--- src/rtl/time_seg_595.sv ---
// time_seg_595: drives the three rightmost digits of a 6-digit common-anode 7-segment
// display through a 74HC595 serial shift chain.
//
// Each display slot lasts SCAN_CYCLES cycles. On each slot tick the block samples one BCD
// digit and builds a 14-bit frame {sel[5:0], seg[7:0]}. It shifts the frame out MSB first
// on ds/shcp, then pulses stcp to latch the frame.
//
// Parameters:
//   CLK_DIV      sys_clk cycles per shcp half-period (>= 1)
//   SCAN_CYCLES  sys_clk cycles per digit slot (> 29*CLK_DIV)
//   BLINK_CYCLES sys_clk cycles per blink half-period while time_max_flag is set
//
// Ports:
//   sys_clk, sys_rst_n             clock and synchronous active-low reset
//   time_1s/time_10s/time_100s     BCD digits (10..15 display a dash)
//   time_max_flag                  blink the display
//   game_over                      light the decimal point on the ones digit
//   shcp, stcp, ds, oe_n           74HC595 shift clock, latch clock, data, output enable
//
// Build option: define TIME_SEG_LZB_EN to blank leading zeros on the hundreds and tens digits.
module time_seg_595 #(
   parameter int unsigned CLK_DIV      = 2,
   parameter int unsigned SCAN_CYCLES  = 50000,
   parameter int unsigned BLINK_CYCLES = 25000000
) (
   input  logic       sys_clk,
   input  logic       sys_rst_n,
   input  logic [3:0] time_1s,
   input  logic [3:0] time_10s,
   input  logic [3:0] time_100s,
   input  logic       time_max_flag,
   input  logic       game_over,
   output logic       shcp,
   output logic       stcp,
   output logic       ds,
   output logic       oe_n
);

   localparam int unsigned DIV_W   = (CLK_DIV > 1) ? $clog2(CLK_DIV) : 1;
   localparam int unsigned SCAN_W  = (SCAN_CYCLES > 1) ? $clog2(SCAN_CYCLES) : 1;
   localparam int unsigned BLINK_W = (BLINK_CYCLES > 1) ? $clog2(BLINK_CYCLES) : 1;
   localparam logic [DIV_W-1:0]   DIV_LAST   = DIV_W'(CLK_DIV - 1);
   localparam logic [SCAN_W-1:0]  SCAN_LAST  = SCAN_W'(SCAN_CYCLES - 1);
   localparam logic [BLINK_W-1:0] BLINK_LAST = BLINK_W'(BLINK_CYCLES - 1);

   typedef enum logic [1:0] {StIdle, StLoad, StShift, StLatch} state_e;

   state_e              r_state, w_state_d;
   logic [SCAN_W-1:0]   r_scan_cnt;
   logic [BLINK_W-1:0]  r_blink_cnt;
   logic                r_blink_on;
   logic [1:0]          r_idx;        // slot index advanced on every tick
   logic [1:0]          r_frame_idx;  // index captured for the frame in flight
   logic [1:0]          w_frame_idx_d;
   logic [13:0]         r_word, w_word_d;
   logic [DIV_W-1:0]    r_div_cnt, w_div_d;
   logic                r_half, w_half_d;  // 0: shcp low half, 1: shcp high half
   logic [3:0]          r_bit_cnt, w_bit_d;
   logic                r_shcp, r_stcp, r_ds, r_oe_n;
   logic                w_shcp_d, w_stcp_d, w_ds_d, w_oe_n_d;
   logic                w_tick;
   logic [3:0]          w_digit;
   logic [6:0]          w_seg_raw;
   logic                w_dp, w_blank;
   logic [7:0]          w_seg;
   logic [5:0]          w_sel;
   logic [13:0]         w_frame;

   assign w_tick = (r_scan_cnt == SCAN_LAST);
   assign shcp   = r_shcp;
   assign stcp   = r_stcp;
   assign ds     = r_ds;
   assign oe_n   = r_oe_n;

   // Slot timing and blink phase run freely, independent of the frame FSM.
   always_ff @(posedge sys_clk) begin
      if (!sys_rst_n) begin
         r_scan_cnt  <= '0;
         r_idx       <= 2'd0;
         r_blink_cnt <= '0;
         r_blink_on  <= 1'b1;
      end else begin
         r_scan_cnt <= w_tick ? '0 : r_scan_cnt + 1'b1;
         if (w_tick) r_idx <= (r_idx == 2'd2) ? 2'd0 : r_idx + 2'd1;
         if (!time_max_flag) begin
            r_blink_cnt <= '0;
            r_blink_on  <= 1'b1;
         end else if (r_blink_cnt == BLINK_LAST) begin
            r_blink_cnt <= '0;
            r_blink_on  <= ~r_blink_on;
         end else begin
            r_blink_cnt <= r_blink_cnt + 1'b1;
         end
      end
   end

   // Frame contents for the captured slot; used only while in StLoad.
   always_comb begin
      unique case (r_frame_idx)
         2'd1:    w_digit = time_10s;
         2'd2:    w_digit = time_100s;
         default: w_digit = time_1s;
      endcase
      case (w_digit)
         4'd0:    w_seg_raw = 7'h40;
         4'd1:    w_seg_raw = 7'h79;
         4'd2:    w_seg_raw = 7'h24;
         4'd3:    w_seg_raw = 7'h30;
         4'd4:    w_seg_raw = 7'h19;
         4'd5:    w_seg_raw = 7'h12;
         4'd6:    w_seg_raw = 7'h02;
         4'd7:    w_seg_raw = 7'h78;
         4'd8:    w_seg_raw = 7'h00;
         4'd9:    w_seg_raw = 7'h10;
         default: w_seg_raw = 7'h3F;  // dash for non-BCD values
      endcase
      w_dp    = ~((r_frame_idx == 2'd0) && game_over);
      w_blank = 1'b0;
`ifdef TIME_SEG_LZB_EN
      if (r_frame_idx == 2'd2 && time_100s == 4'd0) w_blank = 1'b1;
      if (r_frame_idx == 2'd1 && time_100s == 4'd0 && time_10s == 4'd0) w_blank = 1'b1;
`else
      w_blank = 1'b0;
`endif
      w_seg = (!r_blink_on || w_blank) ? 8'hFF : {w_dp, w_seg_raw};
      unique case (r_frame_idx)
         2'd1:    w_sel = 6'b000010;
         2'd2:    w_sel = 6'b000100;
         default: w_sel = 6'b000001;
      endcase
      w_frame = {w_sel, w_seg};
   end

   always_comb begin
      w_state_d     = r_state;
      w_frame_idx_d = r_frame_idx;
      w_word_d      = r_word;
      w_div_d       = r_div_cnt;
      w_half_d      = r_half;
      w_bit_d       = r_bit_cnt;
      w_shcp_d      = 1'b0;
      w_stcp_d      = 1'b0;
      w_ds_d        = 1'b0;
      w_oe_n_d      = r_oe_n;
      case (r_state)
         StIdle: begin
            if (w_tick) begin
               w_state_d     = StLoad;
               w_frame_idx_d = r_idx;
            end
         end
         StLoad: begin
            w_state_d = StShift;
            w_word_d  = w_frame;
            w_div_d   = '0;
            w_half_d  = 1'b0;
            w_bit_d   = 4'd0;
            w_ds_d    = w_frame[13];
         end
         StShift: begin
            w_ds_d   = r_ds;
            w_shcp_d = r_shcp;
            if (r_div_cnt == DIV_LAST) begin
               w_div_d = '0;
               if (!r_half) begin
                  w_half_d = 1'b1;
                  w_shcp_d = 1'b1;
               end else begin
                  w_half_d = 1'b0;
                  w_shcp_d = 1'b0;
                  if (r_bit_cnt == 4'd13) begin
                     w_state_d = StLatch;
                     w_stcp_d  = 1'b1;
                     w_ds_d    = 1'b0;
                  end else begin
                     w_bit_d  = r_bit_cnt + 4'd1;
                     // Rotate rather than shift so every word bit stays live.
                     w_word_d = {r_word[12:0], r_word[13]};
                     w_ds_d   = r_word[12];
                  end
               end
            end else begin
               w_div_d = r_div_cnt + 1'b1;
            end
         end
         StLatch: begin
            if (r_div_cnt == DIV_LAST) begin
               w_state_d = StIdle;
               w_oe_n_d  = 1'b0;
            end else begin
               w_div_d  = r_div_cnt + 1'b1;
               w_stcp_d = 1'b1;
            end
         end
         default: w_state_d = StIdle;
      endcase
   end

   always_ff @(posedge sys_clk) begin
      if (!sys_rst_n) begin
         r_state     <= StIdle;
         r_frame_idx <= 2'd0;
         r_word      <= '0;
         r_div_cnt   <= '0;
         r_half      <= 1'b0;
         r_bit_cnt   <= 4'd0;
         r_shcp      <= 1'b0;
         r_stcp      <= 1'b0;
         r_ds        <= 1'b0;
         r_oe_n      <= 1'b1;
      end else begin
         r_state     <= w_state_d;
         r_frame_idx <= w_frame_idx_d;
         r_word      <= w_word_d;
         r_div_cnt   <= w_div_d;
         r_half      <= w_half_d;
         r_bit_cnt   <= w_bit_d;
         r_shcp      <= w_shcp_d;
         r_stcp      <= w_stcp_d;
         r_ds        <= w_ds_d;
         r_oe_n      <= w_oe_n_d;
      end
   end

endmodule

--- config.mk ---
export PLATFORM = sky130hd
export DESIGN_NAME = time_seg_595
export DESIGN_NICKNAME = d
export VERILOG_FILES = /design/src/rtl/time_seg_595.sv
export SDC_FILE = /design/constraint.sdc
export NUM_CORES = 1
export LEC_CHECK = 0
export BUFFER_PORTS_ARGS = -buffer_cell sky130_fd_sc_hd__buf_2
export CORE_MARGIN = 8
export CORE_UTILIZATION = 35
export CTS_CLUSTER_SIZE = 40
export DETAILED_ROUTE_END_ITERATION = 16
export GPL_ROUTABILITY_DRIVEN = 0
export PLACE_DENSITY = 0.54
export SLEW_MARGIN = 20
export SYNTH_ARGS = -nofsm -noshare
export SYNTH_HDL_FRONTEND = slang
export SYNTH_SLANG_ARGS = --single-unit
--- constraint.sdc ---
create_clock -name sys_clk -period 2.2 [get_ports sys_clk]
set_input_delay 0.33 -clock sys_clk [delete_from_list [all_inputs] [get_ports sys_clk]]
set_output_delay 0.33 -clock sys_clk [all_outputs]
set_load 0.1 [all_outputs]
### Word-level counts from Yosys, hierarchy flattened

Memory sizes are Yosys's and may differ from the RTL's.
Index checks and enable logic that the tools add are counted.

| operators by class | value |
|---|---|
| add/subtract/negate cells | 5 |
| equal/unequal tests | 15 |
| mux-type cells | 33 |
| bitwise gates (word level) | 4 |
| reductions and logical operators | 15 |

Operators with widths:

| cell | count |
|---|---|
| 14-bit two-way mux | 3 |
| 14-bit one-hot mux with 2 select lines | 1 |
| 25-bit by 1-bit adder with 25-bit output (second input constant) | 1 |
| 25-bit == test (second input constant) | 1 |
| 16-bit by 1-bit adder with 16-bit output (second input constant) | 1 |
| 16-bit == test (second input constant) | 1 |
| 4-bit one-hot mux with 2 select lines | 2 |
| 2-bit two-way mux | 6 |
| 4-bit two-way mux | 3 |
| 2-bit inequality test (second input constant) | 6 |
| 2-bit AND reduction | 6 |
| 1-bit two-way mux | 11 |
| 2-bit == test (second input constant) | 4 |
| 8-bit two-way mux | 1 |
| 2-bit one-hot mux with 4 select lines | 1 |
| 1-bit one-hot mux with 2 select lines | 3 |
| 3-bit one-hot mux with 2 select lines | 1 |
| 5-bit AND reduction | 1 |
| 4-bit by 1-bit adder with 4-bit output (second input constant) | 1 |
| 2-bit by 1-bit == test with 1-bit output (second input constant) | 2 |
| 4-bit == test (second input constant) | 1 |
| 2-bit zero test | 2 |
| 1-bit inverter | 4 |
| 4-bit AND reduction | 1 |
| other kinds (8) | 8 |

| storage, ports and cells | value |
|---|---|
| flip-flop bits (word level) | 72 |
| memory bits (read-only) | 112 |
| input port bits | 16 |
| output and inout port bits | 4 |
| memories kept | 1 |

Memory list:

| memory | words | width | rd ports | clocked after memory_dff | wr ports | RTL line | source |
|---|---|---|---|---|---|---|---|
| (no name shown) | 16 | 7 | 1 | 0 | 0 | 104 | `case (w_digit)` |

### Logic depth before layout (Yosys ltp)

Gate-level depths: netlist of run 1.

| logic depth | value |
|---|---|
| word-level depth | 5 |
| gate-level depth with buffers | 11 |

### Worst setup path after synthesis of run 1

Ideal clock, no wire load.

| timing path | value |
|---|---|
| path type | reg2reg |
| start point | register r_frame_idx[0] |
| end point | register r_word[6] |
| arrival time | 2.017 ns |
| data required time | 2.128 ns |
| slack | 0.111 ns |
| cell stages (with the launch flop) | 11 |
| buffers on the path | 1 |
| cells stage by stage | dfxtp_1 > inv_1 > ha_1 > buf_4 > nor2_1 > a21oi_1 > ha_1 > a211oi_1 > a2111oi_0 > o21ai_0 > a21oi_1 |

| between the ends | value |
|---|---|
| longest elaborated chain between the ends | 5 |

RTL lines:

| element | RTL line | source |
|---|---|---|
| start, declared | 53 | `logic [1:0] r_frame_idx;` |
| start signal, assigned | 213 | `r_frame_idx <= w_frame_idx_d;` |
| 2-bit == test or 2-bit by 1-bit == test with 1-bit output (tied branches) | 99 | `unique case (r_frame_idx)` |
| 4-bit one-hot mux with 2 select lines (*) | 99 |  |
| memory 16 x 7 bit (*) | -- |  |
| 8-bit two-way mux (*) | 125 | `w_seg = (!r_blink_on \|\| w_blank) ? 8'hFF : {w_dp, w_seg_raw};` |
| 14-bit one-hot mux with 2 select lines (*) | 145 | `case (r_state)` |
| end signal, assigned | 214 | `r_word <= w_word_d;` |
| end, declared | 55 | `logic [13:0] r_word, w_word_d;` |

Every way passes the cells marked *; elsewhere a longest branch is shown, timed or not.
A chain may end at the register's enable or synchronous reset.

### Worst setup path in the final report of run 1

| timing path | value |
|---|---|
| start point | register r_frame_idx[1] |
| end point | register r_word[3] |

The elaborated chain is that of the path after synthesis.

==> summary.txt, run 1 <==
Global routing
  • Maximum number of pins on one net before global-route repair: 20
  • First-pass GRT wire length: 13,010 um
  • Vias in the first global route: 2,827
  • Antenna violations before repair: 0
  • Gr usage total: between 10% and 20%
  • Grt ovf: 0

Clock tree
  • CTS tree: yes
  • Clk slew on worst S/H paths: ~0.080 ns
  • H-Tree Depth: 3
  • Worst skew pair latency: 0.35 ns
  • Max clock buf depth: 2
  • CTS Root Cell: clkbuf_8
  • CTS Sinks: 72
  • CTS Hold Bufs: 0
  • Setup Buffers After CTS: 0
  • TritonCTS buffer count: 9
  • Post-CTS sizing: 0

Finish
  • Ant. Diodes: 0
  • Layout filler cell count: 1,009
  • Layout cell share with drive strength beyond 1: between 10% and 20%
  • Area Growth Syn to Fin: 16.39%
  • Finished Layout Cells: 580
  • Most frequent cells in the layout: dfxtp_1, nor2_1, nand2_1, nand3_1, xor2_1
  • Layout Nets: 475
  • Most common cell after layout, fill and taps aside: dfxtp_1

Synth
  • Unique masters post-synth: 60
  • Synth Register Bits: 72
  • Syn Std Cell Area: 3550 sq um
  • Syn Area/Cell: between 8 and 9 sq um
  • Ys flop type: dfxtp_1
  • Async set or reset register ratio after synthesis: 0%
  • Yosys top cell by area: dfxtp_1
  • Ranking of synthesized cells by area: dfxtp_1, nor2_1, xor2_1, ha_1, xnor2_1
  • Yosys warns: 0
  • Post-Synthesis Cells: 410
  • Top-area cell type share of the netlist area: just over 40%
  • Post-synthesis sequential area ratio: 40.61%
  • Post-synth EDFFs: 0
  • Syn Nets: 443

Route
  • Router iterations before antenna repair: 4
  • ANT nets after route: 0
  • Wire length per cell: 12.41 um
  • Drt initial violations: between 100 and 150
  • Drt via density: slightly below 5
  • Remaining DRCs: 0
  • Drt total wl: 7196 um
  • Via count: 2,879

Pwr
  • Total power: ~2.7 mW
  • P_leak: roughly 1.6 nW
  • Peak VDD IR: 0.3564 mV
  • Pwr/cell area: 648.3 nW/um^2

Placed design
  • Worst slack, placed: slightly above 0.08 ns
  • Port bufs: 19
  • Placed cells: about 560
  • Dpl hpwl: 5143 um

Setup path
  • Critical path launch point: r_frame_idx[1]
  • Register-to-register setup slack: 0.17 ns
  • Most used cell, CP: a221oi_1
  • Cell family with most CP delay: adder cells
  • Worst path cell trace: inv_1, ha_2, nor2_1, a21oi_1, buf_4, ha_1, a221oi_1, a221oi_1
  • Worst Path Max Fanout: 8
  • Critical path startpoint category: flop
  • R2R depth: 8
  • Critical Path End: r_word[3]
  • CP Capture Type: flop
  • Critical Path Stages: 8
  • CP max stage cell: ha_2
  • Worst EP required: between 2 and 2.5 ns
  • Max incr delay on CP: 0.40 ns
  • Arrival time worst endpoint: 2.25 ns
  • FF-to-FF Start: r_frame_idx[1]
  • Critical path buffers and inverters: 2
  • Kind of critical path: reg2reg
  • Worst R2R End: r_word[3]

Worst hold path
  • Hold Path Stages: 2
  • HP Class: in2reg

STA
  • Final max-slew violation count: 0
  • Clock skew: roughly 0.0069 ns
  • Tightest Pin Transition: 0.4950 ns
  • Final Hold Viols: 0
  • Rel. slew slack: about two thirds
  • Crit share post-route: between 90 and 100%
  • Final setup viols: 0
  • Final WS setup: 0.1653 ns
  • Fin crit period: between 2 and 2.5 ns
  • Max frequency: between 0.4 and 0.5 GHz

Run status
  • Outcome: complete, no violations

Die
  • Die H: around 120 um
  • Starting density of the core: 36.15%
  • Width of the die: 116.7 um
  • Core area: 9819 sq um
  • Die Footprint: around 14,000 sq um
  • Top-Level Pins: 20
  • Rows: 36

Flow run
  • Max Cap Violations: 0
flip-flops by register name, indices dropped and copies added (netlist names):
name         cells
r_bit_cnt        4
oe_n             1
r_idx            2
r_div_cnt        1
r_scan_cnt      16
r_state          2
r_blink_cnt     25
stcp             1
r_word          14
r_blink_on       1
r_half           1
r_frame_idx      2
ds               1
shcp             1
layer usage:
metal  up-vias  part of all wire, %  global-route usage [%]
met4         0                  1.4                   4.778
met5         -                    0                       0
met2        28                   43                   17.85
met3         9                  3.3                   3.464
met1      1346                   52                   15.21
li1       1496                    -                       -
how the worst min path moves through the flow:
stage / start / to / slack, ns
after floorplan: time_max_flag / r_blink_on / 0.42
after global placement: oe_n / oe_n / 0.44
after detailed placement: r_word[13] / r_word[13] / 0.44
after CTS: time_max_flag / r_blink_on / 0.18
after global routing: time_max_flag / r_blink_on / 0.18
final: time_max_flag / r_blink_on / 0.20
cells by family after synthesis:
logic type | share of synthesized area [%]
AND/OR/NAND/NOR | 27.21
flip-flops | 40.61
AO/OA/AOI/OAI | 11.35
XOR/XNOR | 9.870
buffers and inverters | 3.560
adder cells (fa/ha/maj) | 5.992
multiplexers | 1.410
stage by stage:
stage / setup TNS (ns) / instance area [sq um] / hold WS (ns) / util, %
after detailed placement: 0 / 3881 / 0.4419 / 39.53
after global routing: -0.005614 / 4131 / 0.1770 / 42.07
after CTS: 0 / 4125 / 0.1788 / 42.01
final: 0 / 4131 / 0.1952 / 42.07
after floorplan: 0 / 3550 / 0.4162 / -
after global placement: 0 / 3881 / 0.4412 / 39.53
area by class of cell:
type	instances	area, sq um	share of cell area, %
repair buffers	37	242.7	5.875
well taps	133	166.4	4.028
multi-input cells	309	1988	48.12
clock buffers	9	123.9	2.998
inverters	13	48.80	1.181
clock inverters	7	120.1	2.907
flip-flops and latches	72	1441	34.89
cells in the mapped netlist (2+ instances only):
| cell | instances |
|---|---|
| nand4_1 | 14 |
| inv_1 | 12 |
| a211oi_1 | 5 |
| a21o_1 | 2 |
| clkbuf_1 | 7 |
| nor3_1 | 4 |
| dfxtp_1 | 72 |
| nor3b_1 | 2 |
| nor4_1 | 3 |
| o21ai_0 | 10 |
| a22oi_1 | 4 |
| and3_1 | 10 |
| nand3_1 | 25 |
| a221oi_1 | 4 |
| a31oi_1 | 2 |
| buf_2 | 4 |
| mux2i_1 | 5 |
| a21boi_0 | 2 |
| nand2_1 | 34 |
| buf_4 | 3 |
| and4_1 | 5 |
| or2_2 | 2 |
| xnor2_1 | 15 |
| xor2_1 | 25 |
| ha_1 | 17 |
| a21oi_1 | 16 |
| nor4b_1 | 2 |
| nor2_1 | 70 |
| nor2b_1 | 3 |
power by group:
group | internal, mW | total (mW) | switching [mW] | leakage (nW)
sequential | 1.31 | 1.32 | 0.00747 | 0.581
clock | 0.754 | 1.27 | 0.513 | 0.119
combinational | 0.0407 | 0.0948 | 0.0541 | 0.878
total | 2.10 | 2.68 | 0.575 | 1.58
Power figures use the tool's default switching activity.
==> run 2: changes to the inputs <==
- REMOVE_ABC_BUFFERS: unset -> 1
==> summary.txt, run 2 (synthesized netlist as in run 1, its figures left out) <==
Run status
  • Outcome: complete, no violations

Pwr
  • P_leak: 1.544 nW (-2.1%)
  • Peak VDD IR: 0.2901 mV (-19%)
  • Pwr/cell area: 617.4 nW/um^2 (-4.8%)

Setup path
  • CP Capture Type: flop
  • Register-to-register setup slack: 0.29 ns (+0.12 ns)
  • Critical path startpoint category: flop
  • Arrival time worst endpoint: 2.12 ns (-0.13 ns)
  • Worst R2R End: r_word[3]
  • Worst EP required: 2.41 ns (about the same)
  • Worst Path Max Fanout: 5 (-3)
  • Critical path launch point: r_frame_idx[0]
  • Critical Path End: r_word[3]
  • FF-to-FF Start: r_frame_idx[0]
  • R2R depth: 8 (unchanged)
  • Kind of critical path: reg2reg

Route
  • Met3 wire length: 283 um (+17%)
  • Drt via density: 4.891 (-1.5%)
  • Drt total wl: 7153 um (-0.60%)
  • Wire length on met1: 3779 um (+1.2%)
  • Drt initial violations: 166 (+46%)
  • Wire length per cell: 12.42 um (about the same)
  • ANT nets after route: 0 (unchanged)
  • Router iterations before antenna repair: 4 (unchanged)
  • Remaining DRCs: 0 (unchanged)
  • Uppermost layer routed: met4
  • Met2 Wirelength: 3014 um (-3.5%)
  • Via count: 2,817 (-2.2%)

STA
  • Clock skew: 0.01740 ns (+0.01053 ns)
  • Final max-slew violation count: 0 (unchanged)
  • Crit share post-route: 86.82% (-5.7 points)
  • Post-route setup TNS: 0 ns (unchanged)
  • Max frequency: 0.5236 GHz (+6.5%)
  • Final Hold Viols: 0 (unchanged)
  • Rel. slew slack: 67.22% (+0.30 points)
  • Fin crit period: 1.910 ns (-0.1247 ns)
  • Final setup viols: 0 (unchanged)
  • RSZ-0062 raised after global routing: false
  • Tightest Pin Transition: 0.4951 ns (+0.00005651 ns)

Die
  • Die H: 116.7 um (unchanged)
  • Rows: 36 (unchanged)
  • Die Footprint: 13,620 sq um (unchanged)
  • Core area: 9819 sq um (unchanged)
  • Width of the die: 116.7 um (unchanged)
  • Top-Level Pins: 20 (unchanged)
  • Starting density of the core: 36.15% (unchanged)

Global routing
  • First-pass GRT wire length: 12,520 um (-3.7%)
  • Vias in the first global route: 2,701 (-4.5%)
  • Gr usage total: 11.36% (-0.40 points)
  • Maximum number of pins on one net before global-route repair: 25 (+25%)
  • Grt ovf: 0 (unchanged)
  • Antenna violations before repair: 0 (unchanged)

Clock tree
  • CTS Sinks: 72 (unchanged)
  • Setup Buffers After CTS: 0 (unchanged)
  • H-Tree Depth: 3 (unchanged)
  • Worst skew pair latency: 0.35 ns (about the same)
  • CTS tree: yes
  • CTS Root Cell: clkbuf_8
  • Max clock buf depth: 2 (unchanged)
  • CTS Hold Bufs: 0 (unchanged)
  • Clk slew on worst S/H paths: 0.07 ns (about the same)
  • TritonCTS buffer count: 9 (unchanged)

Finish
  • Layout cell share with drive strength beyond 1: 15.12% (+0.14 points)
  • Max reg flops: 25 (unchanged)
  • Ant. Diodes: 0 (unchanged)
  • Area Growth Syn to Fin: 15.09%
  • Most frequent cells in the layout: dfxtp_1, nor2_1, nand2_1, nand3_1, xor2_1
  • Most common cell after layout, fill and taps aside: dfxtp_1
  • Layout Nets: 471 (-0.84%)
  • Registers with the most flip-flops: r_blink_cnt (25), r_scan_cnt (16), r_word (14)
  • Final Cell Area: 4085 sq um (-1.1%)
  • Layout filler cell count: 1,043 (+3.4%)
  • Largest Register: r_blink_cnt

Worst hold path
  • HP Class: in2reg

Placed design
  • Dpl hpwl: 5157 um (+0.26%)
  • Port bufs: 19 (unchanged)
  • Dpl cell area: 3839 sq um (-1.1%)

Flow run
  • Max Cap Violations: 0 (unchanged)
run 2: cell count changes in the layout (fill, tap and decap cells not counted), moves of 2 or more:
| cell | change |
|---|---|
| ha_4 | +2 |
| buf_4 | -3 |
| clkbuf_8 | +3 |
| ha_1 | -2 |
| bufinv_16 | -2 |
| inv_1 | -2 |
| inv_2 | +2 |
| o21ai_1 | +2 |
run 2: worst min path at each step:
| stage | start | to | cells after the start | slack (ns) |
|---|---|---|---|---|
| final | time_max_flag | r_blink_on | 2 | 0.21 |
| after detailed placement | oe_n | oe_n | 2 | 0.44 |
| after CTS | time_max_flag | r_blink_on | 2 | 0.19 |
| after global placement | oe_n | oe_n | 2 | 0.44 |
| after global routing | time_max_flag | r_blink_on | 2 | 0.22 |
| after floorplan | sys_rst_n | oe_n | 1 | 0.39 |
run 2: cell type report:
type / count / area, sq um / share of cell area, %
flip-flops and latches: 72 / 1443 / 35.31
multi-input cells: 309 / 2011 / 49.22
repair buffers: 33 / 200.2 / 4.900
inverters: 13 / 48.80 / 1.194
clock inverters: 4 / 51.30 / 1.256
well taps: 133 / 166.4 / 4.074
clock buffers: 12 / 165.2 / 4.043
run 2: critical path: stages, from the launching register on:
cell	delay (ns)
dfxtp_1	0.35
inv_2	0.07
ha_2	0.21
a22oi_1	0.17
a21oi_1	0.11
buf_4	0.16
ha_1	0.32
a221oi_1	0.29
a221oi_1	0.11
run 2: through the flow:
| step | setup slack (ns) | power [mW] | hold WS, ns | std cells | utilization (%) |
|---|---|---|---|---|---|
| after detailed placement | 0.1104 | 1.436 | 0.4364 | 560 | 39.09 |
| after global routing | 0.03326 | 2.627 | 0.2201 | 576 | 41.60 |
| final | 0.2901 | 2.522 | 0.2095 | 576 | 41.60 |
| after CTS | 0.08534 | 2.558 | 0.1910 | 576 | 41.30 |
| after global placement | 0.1297 | 1.436 | 0.4353 | 560 | 39.09 |
| after floorplan | 0.06009 | 1.394 | 0.3919 | 394 | - |
run 2: repair_timing:
| action | CTS | global route |
|---|---|---|
| endpoints found under the hold margin | 0 | 0 |
| setup endpoints to repair | 0 | 5 |
| resized for setup | 0 | 10 |
run 2: routing by layer:
layer  global-route usage, %  vias up
met5                       0        -
li1                        -     1494
met1                   15.10     1276
met2                   16.89       40
met4                   3.840        0
met3                   3.619        7
run 2: where the power goes:
group          switching [mW]  total [mW]  leakage, nW  internal, mW
sequential            0.00746        1.32        0.581          1.31
clock                   0.499        1.12        0.109         0.617
combinational          0.0534      0.0899        0.854        0.0366
total                   0.560        2.52         1.54          1.96
==> run 3: changes to the inputs <==
- BUFFER_PORTS_ARGS: -buffer_cell sky130_fd_sc_hd__buf_2 -> unset
- DONT_BUFFER_PORTS: unset -> 1
- PLACE_DENSITY: 0.54 -> 0.53
==> summary.txt, run 3 (synthesized netlist as in run 1, its figures left out) <==
STA
  • Clock skew: 0.006569 ns (-0.01083 ns)
  • Post-route setup TNS: 0 ns (unchanged)
  • Fin crit period: 2.006 ns (+0.09605 ns)
  • Max frequency: 0.4985 GHz (-4.8%)
  • Tightest Pin Transition: 0.5297 ns (+0.03467 ns)
  • Final Hold Viols: 0 (unchanged)
  • Final max-slew violation count: 0 (unchanged)
  • RSZ-0062 raised after global routing: false
  • Final setup viols: 0 (unchanged)
  • Crit share post-route: 91.18% (+4.4 points)
  • Rel. slew slack: 64.60% (-2.6 points)

Setup path
  • Worst Path Max Fanout: 5 (unchanged)
  • Kind of critical path: reg2reg
  • CP max stage cell: dfxtp_1
  • Cell family with most CP delay: compound AO/OA/AOI/OAI gates
  • CP Capture Type: flop
  • Worst path cell trace: inv_1, ha_1, a22oi_1, a21oi_2, buf_4, ha_1, a221oi_1, a221oi_1
  • Worst EP required: 2.41 ns (about the same)
  • Arrival time worst endpoint: 2.22 ns (+0.10 ns)
  • Critical path startpoint category: flop
  • Critical path buffers and inverters: 2 (unchanged)
  • Max incr delay on CP: 0.34 ns (about the same)

Die
  • Width of the die: 116.7 um (unchanged)
  • Starting density of the core: 36.15% (unchanged)
  • Die H: 116.7 um (unchanged)
  • Rows: 36 (unchanged)
  • Top-Level Pins: 20 (unchanged)
  • Core area: 9819 sq um (unchanged)
  • Die Footprint: 13,620 sq um (unchanged)

Route
  • Drt via density: 4.957 (+1.4%)
  • Wire length per cell: 12.89 um (+3.8%)
  • Router iterations before antenna repair: 4 (unchanged)
  • Drt initial violations: 97 (-42%)
  • Via count: 2,776 (-1.5%)
  • Remaining DRCs: 0 (unchanged)
  • Drt total wl: 7216 um (+0.88%)
  • ANT nets after route: 0 (unchanged)

Finish
  • Ant. Diodes: 0 (unchanged)
  • Area Growth Syn to Fin: 12.16%
  • Most frequent cells in the layout: dfxtp_1, nor2_1, nand2_1, nand3_1, xor2_1
  • Layout Nets: 455 (-3.4%)
  • Max reg flops: 25 (unchanged)
  • Finished Layout Cells: 560 (-2.8%)
  • Layout cell share with drive strength beyond 1: 11.24% (-3.9 points)
  • Layout filler cell count: 1,064 (+2.0%)
  • Most common cell after layout, fill and taps aside: dfxtp_1
  • Registers with the most flip-flops: r_blink_cnt (25), r_scan_cnt (16), r_word (14)
  • Final core utilization: 40.55% (-1.1 points)
  • Largest Register: r_blink_cnt

Worst hold path
  • HP Class: in2reg

Clock tree
  • CTS Hold Bufs: 0 (unchanged)
  • Worst skew pair latency: 0.35 ns (about the same)
  • CTS tree: yes
  • CTS Root Cell: clkbuf_8
  • Clk slew on worst S/H paths: 0.08 ns (about the same)
  • TritonCTS buffer count: 9 (unchanged)
  • CTS Sinks: 72 (unchanged)
  • H-Tree Depth: 3 (unchanged)
  • Max clock buf depth: 2 (unchanged)

Global routing
  • Antenna violations before repair: 0 (unchanged)
  • First-pass GRT wire length: 12,710 um (+1.5%)
  • Vias in the first global route: 2,764 (+2.3%)
  • Gr usage total: 11.61% (+0.25 points)
  • Grt ovf: 0 (unchanged)
  • Maximum number of pins on one net before global-route repair: 25 (unchanged)

Placed design
  • Port bufs: 0 (-19)
  • Placed cells: 543 (-3.0%)
  • Dpl hpwl: 5144 um (-0.25%)

Pwr
  • Pwr/cell area: 611.0 nW/um^2 (-1.0%)
  • P_leak: 1.479 nW (-4.2%)
  • Peak VDD IR: 0.3019 mV (+4.1%)

Flow run
  • Max Cap Violations: 0 (unchanged)

Run status
  • Outcome: complete, no violations
==> run 3: cell count changes in the layout (fill, tap and decap cells not counted), sizes merged <==
cell / change
buf: -16
clkbuf: -2
clkinv: +3
clkinvlp: -1
==> run 3: area by class of cell <==
class,count,area (sq um),share of cell area (%)
clock buffers,10,137.6,3.457
clock inverters,6,58.81,1.477
repair buffers,17,127.6,3.206
well taps,133,166.4,4.180
multi-input cells,309,1999,50.22
flip-flops and latches,72,1443,36.23
inverters,13,48.80,1.226
==> run 3: repair_timing <==
| action | in CTS | in global routing |
|---|---|---|
| setup buffers | 0 | 1 |
| endpoints found under the setup margin | 0 | 5 |
| gates resized for setup | 0 | 5 |
==> run 3: metal layers <==
metal | vias up | track usage, % | wire, um | part of all wire [%]
met3 | 13 | 2.689 | 299 | 4.1
met2 | 42 | 17.08 | 2910 | 40
met5 | - | 0 | 0 | 0
met4 | 0 | 5.887 | 139 | 1.9
li1 | 1463 | - | - | -
met1 | 1258 | 15.48 | 3866 | 54
==> run 3: stage by stage <==
stage	cell area (sq um)	power (mW)	hold WS, ns	setup WS, ns
2_1_floorplan	3472	1.394	0.3919	0.06009
6_report	3981	2.433	0.05209	0.1940
5_1_grt	3981	2.543	0.03531	0.02519
4_1_cts	3955	2.468	0.02652	0.002555
3_3_place_gp	3759	1.415	0.3980	0.08497
3_5_place_dp	3759	1.416	0.3995	0.02389
==> run 3: final timing paths <==
kind             startpoint   endpoint  slack, ns  cells after the start
max          r_frame_idx[0]  r_word[3]       0.19                      8
min               sys_rst_n       oe_n       0.05                      1
max reg2reg  r_frame_idx[0]  r_word[3]       0.19                      8
min reg2reg              ds         ds       0.45                      2
==> run 3: power breakdown <==
group	switching, mW	internal, mW
clock network	0.497	0.549
logic	0.0445	0.0268
registers	0.00746	1.31
total	0.549	1.88
